[src/rtl/instr_ram_arbiter_if.sv]
// Bus bundle between the arbiter and its three neighbours: the Wishbone slave port,
// the core instruction-fetch port and the single-port instruction SRAM macro.
interface instr_ram_arbiter_if #(
  parameter int ADDR_WIDTH = 9
);
  logic                  wbs_cyc_i;
  logic                  wbs_stb_i;
  logic                  wbs_we_i;
  logic [3:0]            wbs_sel_i;
  logic [31:0]           wbs_adr_i;
  logic [31:0]           wbs_dat_i;
  logic                  wbs_ack_o;
  logic [31:0]           wbs_dat_o;

  logic                  instr_req_i;
  logic [31:0]           instr_addr_i;
  logic                  instr_gnt_o;
  logic                  instr_rvalid_o;
  logic [31:0]           instr_rdata_o;

  logic                  ram_csb_o;
  logic                  ram_web_o;
  logic [3:0]            ram_wmask_o;
  logic [ADDR_WIDTH-1:0] ram_addr_o;
  logic [31:0]           ram_din_o;
  logic [31:0]           ram_dout_i;

  // Arbiter side
  modport slave (
    input  wbs_cyc_i, wbs_stb_i, wbs_we_i, wbs_sel_i, wbs_adr_i, wbs_dat_i,
    output wbs_ack_o, wbs_dat_o,
    input  instr_req_i, instr_addr_i,
    output instr_gnt_o, instr_rvalid_o, instr_rdata_o,
    output ram_csb_o, ram_web_o, ram_wmask_o, ram_addr_o, ram_din_o,
    input  ram_dout_i
  );

  // Environment side: Wishbone master, fetch unit and SRAM macro
  modport master (
    output wbs_cyc_i, wbs_stb_i, wbs_we_i, wbs_sel_i, wbs_adr_i, wbs_dat_i,
    input  wbs_ack_o, wbs_dat_o,
    output instr_req_i, instr_addr_i,
    input  instr_gnt_o, instr_rvalid_o, instr_rdata_o,
    input  ram_csb_o, ram_web_o, ram_wmask_o, ram_addr_o, ram_din_o,
    output ram_dout_i
  );
endinterface

[src/rtl/instr_ram_arbiter.sv]
// Per-cycle arbiter sharing one single-port instruction SRAM between the Wishbone
// slave port and the core fetch port; round-robin on contention, 1-cycle read latency.
module instr_ram_arbiter #(
  parameter int          ADDR_WIDTH = 9,
  parameter logic [31:0] BASE_ADDR  = 32'h3000_0000
) (
  input  logic               clk_i,
  input  logic               rstn_i,
  instr_ram_arbiter_if.slave bus
);

  localparam int TAG_LSB = ADDR_WIDTH + 2;

  typedef enum logic [0:0] {
    ARB    = 1'b0,
    WB_ACK = 1'b1
  } state_t;

  state_t      r_state;
  logic        r_last_wb;
  logic        r_wbs_ack;
  logic        r_wb_rd_pend;
  logic        r_instr_rvalid;
  logic [31:0] r_wbs_dat;

  logic        w_hit;
  logic        w_wb_access;
  logic        w_wb_req;
  logic        w_wb_oow;
  logic        w_core_req;
  logic        w_wb_grant;
  logic        w_core_grant;
  logic        w_wb_write;
  logic [3:0]  w_wmask;

  // Requests are gated by rstn_i so the SRAM is released the moment reset asserts.
  assign w_hit       = (bus.wbs_adr_i[31:TAG_LSB] == BASE_ADDR[31:TAG_LSB]);
  assign w_wb_access = rstn_i & (r_state == ARB) & bus.wbs_cyc_i & bus.wbs_stb_i;
  assign w_wb_req    = w_wb_access & w_hit;
  assign w_wb_oow    = w_wb_access & ~w_hit;
  assign w_core_req  = rstn_i & bus.instr_req_i;

  // On contention the port that was not served last wins.
  assign w_wb_grant   = w_wb_req & (~w_core_req | ~r_last_wb);
  assign w_core_grant = w_core_req & ~w_wb_grant;
  assign w_wb_write   = w_wb_grant & bus.wbs_we_i;

  genvar gi;
  generate
    for (gi = 0; gi < 4; gi++) begin : g_wmask
      assign w_wmask[gi] = w_wb_write & bus.wbs_sel_i[gi];
    end
  endgenerate

  assign bus.ram_csb_o   = ~(w_wb_grant | w_core_grant);
  assign bus.ram_web_o   = ~w_wb_write;
  assign bus.ram_wmask_o = w_wmask;
  assign bus.ram_addr_o  = w_wb_grant ? bus.wbs_adr_i[TAG_LSB-1:2]
                                      : bus.instr_addr_i[TAG_LSB-1:2];
  assign bus.ram_din_o   = bus.wbs_dat_i;

  assign bus.instr_gnt_o    = w_core_grant;
  assign bus.instr_rvalid_o = r_instr_rvalid;
  assign bus.instr_rdata_o  = bus.ram_dout_i;

  // Read data arrives straight from the macro in the ack cycle, then is held.
  assign bus.wbs_ack_o = r_wbs_ack;
  assign bus.wbs_dat_o = r_wb_rd_pend ? bus.ram_dout_i : r_wbs_dat;

  always_ff @(posedge clk_i or negedge rstn_i) begin
    if (!rstn_i) begin
      r_state        <= ARB;
      r_last_wb      <= 1'b0;
      r_wbs_ack      <= 1'b0;
      r_wb_rd_pend   <= 1'b0;
      r_instr_rvalid <= 1'b0;
      r_wbs_dat      <= '0;
    end else begin
      r_instr_rvalid <= w_core_grant;
      r_wb_rd_pend   <= w_wb_grant & ~bus.wbs_we_i;

      if (r_wb_rd_pend) begin
        r_wbs_dat <= bus.ram_dout_i;
      end else if (w_wb_oow) begin
        r_wbs_dat <= '0;
      end

      // Out-of-window accesses never touch the round-robin pointer.
      if (w_wb_grant) begin
        r_last_wb <= 1'b1;
      end else if (w_core_grant) begin
        r_last_wb <= 1'b0;
      end

      case (r_state)
        ARB: begin
          if (w_wb_grant | w_wb_oow) begin
            r_state   <= WB_ACK;
            r_wbs_ack <= 1'b1;
          end else begin
            r_wbs_ack <= 1'b0;
          end
        end
        WB_ACK: begin
          r_state   <= ARB;
          r_wbs_ack <= 1'b0;
        end
        default: begin
          r_state   <= ARB;
          r_wbs_ack <= 1'b0;
        end
      endcase
    end
  end

endmodule

[src/flat_wrapper.sv]
// flat-port wrapper written by rule: the top's interface ports become plain ports
module instr_ram_arbiter_flat 
#(
  parameter int          ADDR_WIDTH = 9,
  parameter logic [31:0] BASE_ADDR  = 32'h3000_0000
)
  (clk_i, rstn_i, bus_wbs_cyc_i, bus_wbs_stb_i, bus_wbs_we_i, bus_wbs_sel_i, bus_wbs_adr_i, bus_wbs_dat_i, bus_wbs_ack_o, bus_wbs_dat_o, bus_instr_req_i, bus_instr_addr_i, bus_instr_gnt_o, bus_instr_rvalid_o, bus_instr_rdata_o, bus_ram_csb_o, bus_ram_web_o, bus_ram_wmask_o, bus_ram_addr_o, bus_ram_din_o, bus_ram_dout_i);
  instr_ram_arbiter_if #(.ADDR_WIDTH(ADDR_WIDTH)) bus_i ();
  input  logic clk_i;
  input  logic rstn_i;
  input wire logic [$bits(bus_i.wbs_cyc_i)-1:0] bus_wbs_cyc_i;
  input wire logic [$bits(bus_i.wbs_stb_i)-1:0] bus_wbs_stb_i;
  input wire logic [$bits(bus_i.wbs_we_i)-1:0] bus_wbs_we_i;
  input wire logic [$bits(bus_i.wbs_sel_i)-1:0] bus_wbs_sel_i;
  input wire logic [$bits(bus_i.wbs_adr_i)-1:0] bus_wbs_adr_i;
  input wire logic [$bits(bus_i.wbs_dat_i)-1:0] bus_wbs_dat_i;
  output wire logic [$bits(bus_i.wbs_ack_o)-1:0] bus_wbs_ack_o;
  output wire logic [$bits(bus_i.wbs_dat_o)-1:0] bus_wbs_dat_o;
  input wire logic [$bits(bus_i.instr_req_i)-1:0] bus_instr_req_i;
  input wire logic [$bits(bus_i.instr_addr_i)-1:0] bus_instr_addr_i;
  output wire logic [$bits(bus_i.instr_gnt_o)-1:0] bus_instr_gnt_o;
  output wire logic [$bits(bus_i.instr_rvalid_o)-1:0] bus_instr_rvalid_o;
  output wire logic [$bits(bus_i.instr_rdata_o)-1:0] bus_instr_rdata_o;
  output wire logic [$bits(bus_i.ram_csb_o)-1:0] bus_ram_csb_o;
  output wire logic [$bits(bus_i.ram_web_o)-1:0] bus_ram_web_o;
  output wire logic [$bits(bus_i.ram_wmask_o)-1:0] bus_ram_wmask_o;
  output wire logic [$bits(bus_i.ram_addr_o)-1:0] bus_ram_addr_o;
  output wire logic [$bits(bus_i.ram_din_o)-1:0] bus_ram_din_o;
  input wire logic [$bits(bus_i.ram_dout_i)-1:0] bus_ram_dout_i;
  assign bus_i.wbs_cyc_i = bus_wbs_cyc_i;
  assign bus_i.wbs_stb_i = bus_wbs_stb_i;
  assign bus_i.wbs_we_i = bus_wbs_we_i;
  assign bus_i.wbs_sel_i = bus_wbs_sel_i;
  assign bus_i.wbs_adr_i = bus_wbs_adr_i;
  assign bus_i.wbs_dat_i = bus_wbs_dat_i;
  assign bus_wbs_ack_o = bus_i.wbs_ack_o;
  assign bus_wbs_dat_o = bus_i.wbs_dat_o;
  assign bus_i.instr_req_i = bus_instr_req_i;
  assign bus_i.instr_addr_i = bus_instr_addr_i;
  assign bus_instr_gnt_o = bus_i.instr_gnt_o;
  assign bus_instr_rvalid_o = bus_i.instr_rvalid_o;
  assign bus_instr_rdata_o = bus_i.instr_rdata_o;
  assign bus_ram_csb_o = bus_i.ram_csb_o;
  assign bus_ram_web_o = bus_i.ram_web_o;
  assign bus_ram_wmask_o = bus_i.ram_wmask_o;
  assign bus_ram_addr_o = bus_i.ram_addr_o;
  assign bus_ram_din_o = bus_i.ram_din_o;
  assign bus_i.ram_dout_i = bus_ram_dout_i;
  instr_ram_arbiter #(.ADDR_WIDTH(ADDR_WIDTH), .BASE_ADDR(BASE_ADDR)) u_core (.clk_i(clk_i), .rstn_i(rstn_i), .bus(bus_i));
endmodule
[config.mk]
export PLATFORM = sky130hd
export DESIGN_NAME = instr_ram_arbiter_flat
export DESIGN_NICKNAME = d
export VERILOG_FILES = /design/src/rtl/instr_ram_arbiter_if.sv /design/src/rtl/instr_ram_arbiter.sv /design/src/flat_wrapper.sv
export SDC_FILE = /design/constraint.sdc
export NUM_CORES = 1
export LEC_CHECK = 0
export ABC_CLOCK_PERIOD_IN_PS = 2600
export BUFFER_PORTS_ARGS = -buffer_cell sky130_fd_sc_hd__buf_2
export CAP_MARGIN = 20
export CORE_AREA = 3 3 96 98
export DETAILED_ROUTE_END_ITERATION = 10
export DIE_AREA = 0 0 99 101
export GPL_TIMING_DRIVEN = 0
export PLACE_DENSITY = 0.67
export SKIP_CTS_REPAIR_TIMING = 1
export SYNTH_ARGS = -nofsm -noshare
export SYNTH_HDL_FRONTEND = slang
export SYNTH_SLANG_ARGS = --single-unit
export TNS_END_PERCENT = 10
[constraint.sdc]
create_clock -name clk_i -period 2.6 [get_ports clk_i]
set_input_delay 0.39 -clock clk_i [delete_from_list [all_inputs] [get_ports clk_i]]
set_output_delay 0.39 -clock clk_i [all_outputs]
set_load 0.02 [all_outputs]
* Word level (Yosys, flattened, before mapping) *
Cells that the tools add are included.

word-level totals
  output and inout port bits = 114
  input port bits = 138
  bits in registers = 36
  word-level logic and storage cells = 41

cells by class
  mux-type cells = 8
  bitwise operators = 25
  eq/ne operators = 1
  reductions and logical operators = 2

operator list
  kind                    number
  $mux W32                3
  $eq A21 B19 Y1 const B  1
  $and A1 B1 Y1           14
  $mux W9                 1
  $not A1 Y1              8
  $reduce_bool A2 Y1      2
  $mux W1                 3
  $or A1 B1 Y1            3
  $pmux W1 S2             1

* Logic depth before layout (Yosys ltp) *
  word-level depth = 10
  depth in mapped cells = 5
  depth with buffers taken out = 4

* Worst setup path before layout *
OpenSTA, ideal clock, no wires.

  kind = in2out
  start = input port bus_wbs_adr_i[23]
  end = output port bus_ram_addr_o[1]
  cell stages on the path = 5
  path buffers = 1
  setup slack = 0.463 ns
  data required time = 2.210 ns
  data arrival time = 1.747 ns
  cells stage by stage = nor4_2 nand4b_2 nor4_4 buf_6 mux2_4

on the way
  word-level cells in the longest chain between the ends = 4

ends and longest elaborated chain
  item             line                     source
  start, declared  flat_wrapper.sv:15       input wire logic [$bits(bus_i.wbs_adr_i)-1:0] bus_wbs_adr_i;
  $eq A21 B19 Y1   instr_ram_arbiter.sv:37  assign w_hit = (bus.wbs_adr_i[31:TAG_LSB] == BASE_ADDR[31:TAG_LSB]);
  $and A1 B1 Y1    instr_ram_arbiter.sv:39  assign w_wb_req = w_wb_access & w_hit;
  $and A1 B1 Y1    instr_ram_arbiter.sv:44  assign w_wb_grant = w_wb_req & (~w_core_req | ~r_last_wb);
  $mux W9          instr_ram_arbiter.sv:58  assign bus.ram_addr_o = w_wb_grant ? bus.wbs_adr_i[TAG_LSB-1:2]
  end, declared    flat_wrapper.sv:27       output wire logic [$bits(bus_i.ram_addr_o)-1:0] bus_ram_addr_o;

No other way between the ends.

* Worst setup path in the final report *
  start = input port bus_wbs_adr_i[23]
  end = output port bus_ram_addr_o[6]

The elaborated chain is that of the path after synthesis.

==> flow_summary.ini <==
[outcome]
run_status = finished, final reports clean

[timing]
grt_setup_unrepaired = no
slew_headroom_pct = 68.4
hold_viol = 0
worst_slew_pin_slew_ns = 0.470
fmax_mhz = 406
period_minus_slack_ns = 2.46
setup_violations = 0
setup_ws_ns = 0.138
skew_ns = 0.00271
fin_crit_sh_pct = 94.7
final-max-slew-violation-count = 0

[power]
power_w = 0.00126
p_leak_nw = 2.00
ir_drop_v = 0.000196
power_density_nw_per_um2 = 351

[layout]
final_nets = 613
final_common_cell = buf_2
final_cell_mix = buf_2 (194), buf_4 (64), nand2_1 (38)
area_growth_pct = 49.5
antenna_cells = 0
drive_above_1_share_pct = 59.6

[yosys]
synth_async_sr_flop_share_pct = 100
syn-cell-area_sq_um = 2400
avgSynthCellArea_sq_um = 8.77
syn_inst = 274
synth-edff-count = 0
syn_nets = 412
synth.ff_latch_count = 36
yosysSeqAreaShare_pct = 37.5
synth-warning-count = 0
ys.flop_type = dfrtp_1
ys_types = 23

[place]
port_buffers = 194
dp_hpwl_microns = 5470
pre_cts_ws_ns = -0.287
gp_congestion = 0.733

[clocking]
cts_buffers = 5
clock_sink_count = 36
clock_latency_ns = 0.28
clk_pin_slew_ns = 0.07
cts_tree = yes
htreeDepth = 2
clockBufferDepth = 2
cts-root-buf = clkbuf_8

[worst_setup_path]
endpoint = bus_ram_addr_o[6]
max_stage_delay_ns = 0.39
path_class = input pin to output pin
reg2reg_depth = 5
rrSetupSlack_ns = 0.93
worstPathArrival_ns = 2.07
path_cells = buf_2 > nor4_2 > nand4b_2 > nor4_4 > buf_6 > mux2_4 > buf_2
crit_top_cell = buf_2
start_kind = input pin
cp_max_fo = 10
r2r_start = u_core.r_wb_rd_pend$_DFF_PN0_
rr_endpoint = u_core.r_wbs_dat[18]$_DFFE_PN0P_
cp.required_ns = 2.21
cp-end-kind = output pin
cp_slowest_cell = nor4_4
startpoint = bus_wbs_adr_i[23]

[worst_hold_path]
hp-class = input pin to asynchronous set/reset pin

[global_routing]
gr-total-overflow = 0
grt_pass1_wl_microns = 10400
grt_use_total_pct = 12.6
antenna_found_initial = 0
grt_pass1_vias = 2326
grt_max_degree = 40

[routing]
routed_wl_microns = 6560
first_pass_iters = 5
vias = 2456
postRouteAntennaNets = 0
first_iter_violations = 28
drc = 0
viasPerCell = 4.21
wl_per_cell_microns = 11.3

[run]
cap_violations = 0

[die]
fp.dieH_microns = 101
dieArea_sq_um = 10000
start_util_pct = 28.1
rows = 34
io_pins = 252
die_x_microns = 99
core_sq_um = 8550
-- how the worst min path moves through the flow --
| stage | start | end | slack, ns | cells past startpoint |
|---|---|---|---|---|
| floorplan | rstn_i | u_core.bus.instr_rvalid_o$_DFF_PN0_ | 0.09 | 0 |
| global placement | u_core.r_last_wb$_DFFE_PN0P_ | u_core.r_last_wb$_DFFE_PN0P_ | 0.47 | 1 |
| detailed placement | u_core.r_last_wb$_DFFE_PN0P_ | u_core.r_last_wb$_DFFE_PN0P_ | 0.49 | 1 |
| CTS | rstn_i | u_core.r_wbs_dat[14]$_DFFE_PN0P_ | 0.25 | 1 |
| global route | rstn_i | u_core.r_wbs_dat[14]$_DFFE_PN0P_ | 0.01 | 1 |
| finish | rstn_i | u_core.r_wbs_dat[14]$_DFFE_PN0P_ | 0.003 | 1 |
-- registers in the layout, indices dropped and copies added (netlist names) --
| signal | cells |
|---|---|
| u_core.bus.instr_rvalid_o | 1 |
| u_core.r_last_wb | 1 |
| u_core.r_wb_rd_pend | 1 |
| u_core.r_state | 1 |
| u_core.r_wbs_dat | 32 |
-- power by group --
| part | switching, W | internal, W |
|---|---|---|
| clock network | 0.000185 | 0.000182 |
| registers | 0.00000122 | 0.000564 |
| logic | 0.000165 | 0.000162 |
-- worst max-delay path: cells and delay by family --
kind / cells / cell delay, ns
muxes: 1 / 0.31
buffers and inverters: 3 / 0.47
and+or+nand+nor: 3 / 0.90
-- cells in the mapped netlist, types with 2 or more instances --
library cell	count	area, sq um
a21boi_0	22	165
a21boi_1	10	75.1
and3_1	4	25.0
buf_4	64	480
buf_6	3	33.8
clkbuf_1	7	26.3
dfrtp_1	36	901
inv_1	32	120
mux2_2	2	22.5
mux2_4	7	105
nand2_1	38	143
nor2_1	2	7.51
nor2b_1	2	12.5
nor4_1	4	25.0
nor4_2	2	25.0
o21ai_0	32	160
-- per-stage QoR --
stage	hold WS, ns	area, sq um	utilization, %	setup TNS, ns	instances
after floorplan	0.0944	2400	-	0	274
after global placement	0.467	3510	41.0	-2.33	576
after detailed placement	0.488	3510	41.0	-2.69	576
after CTS	0.245	3590	41.9	-3.04	583
after global routing	0.0149	3590	42.0	0	583
final	0.00262	3590	42.0	0	583
-- cell type report --
class	instances	area, sq um
fill	873	4960
timing repair buffer	194	977
sequential	36	901
multi-input combinational	131	836
buffer	75	546
tap	108	135
inverter	32	120
clock buffer	6	72.6
clock inverter	1	5.00
-- cell families (layout without fill, tap and decap cells) --
group | after synthesis | after routing | synth area share, %
compound gates | 67 | 67 | 17.7
buf+inv | 107 | 308 | 27.7
flops | 36 | 36 | 37.5
mux | 9 | 9 | 5.31
simple gates | 55 | 55 | 11.8
-- per-layer routing --
metal / global-route usage (%) / routed length, microns / vias to the layer above
li1: - / - / 1228
met1: 14.8 / 2440 / 1091
met2: 22.3 / 3300 / 131
met3: 4.01 / 761 / 6
met4: 2.63 / 50 / 0
met5: 0 / 0 / -
No activity file was read; power rests on OpenSTA's default activity.
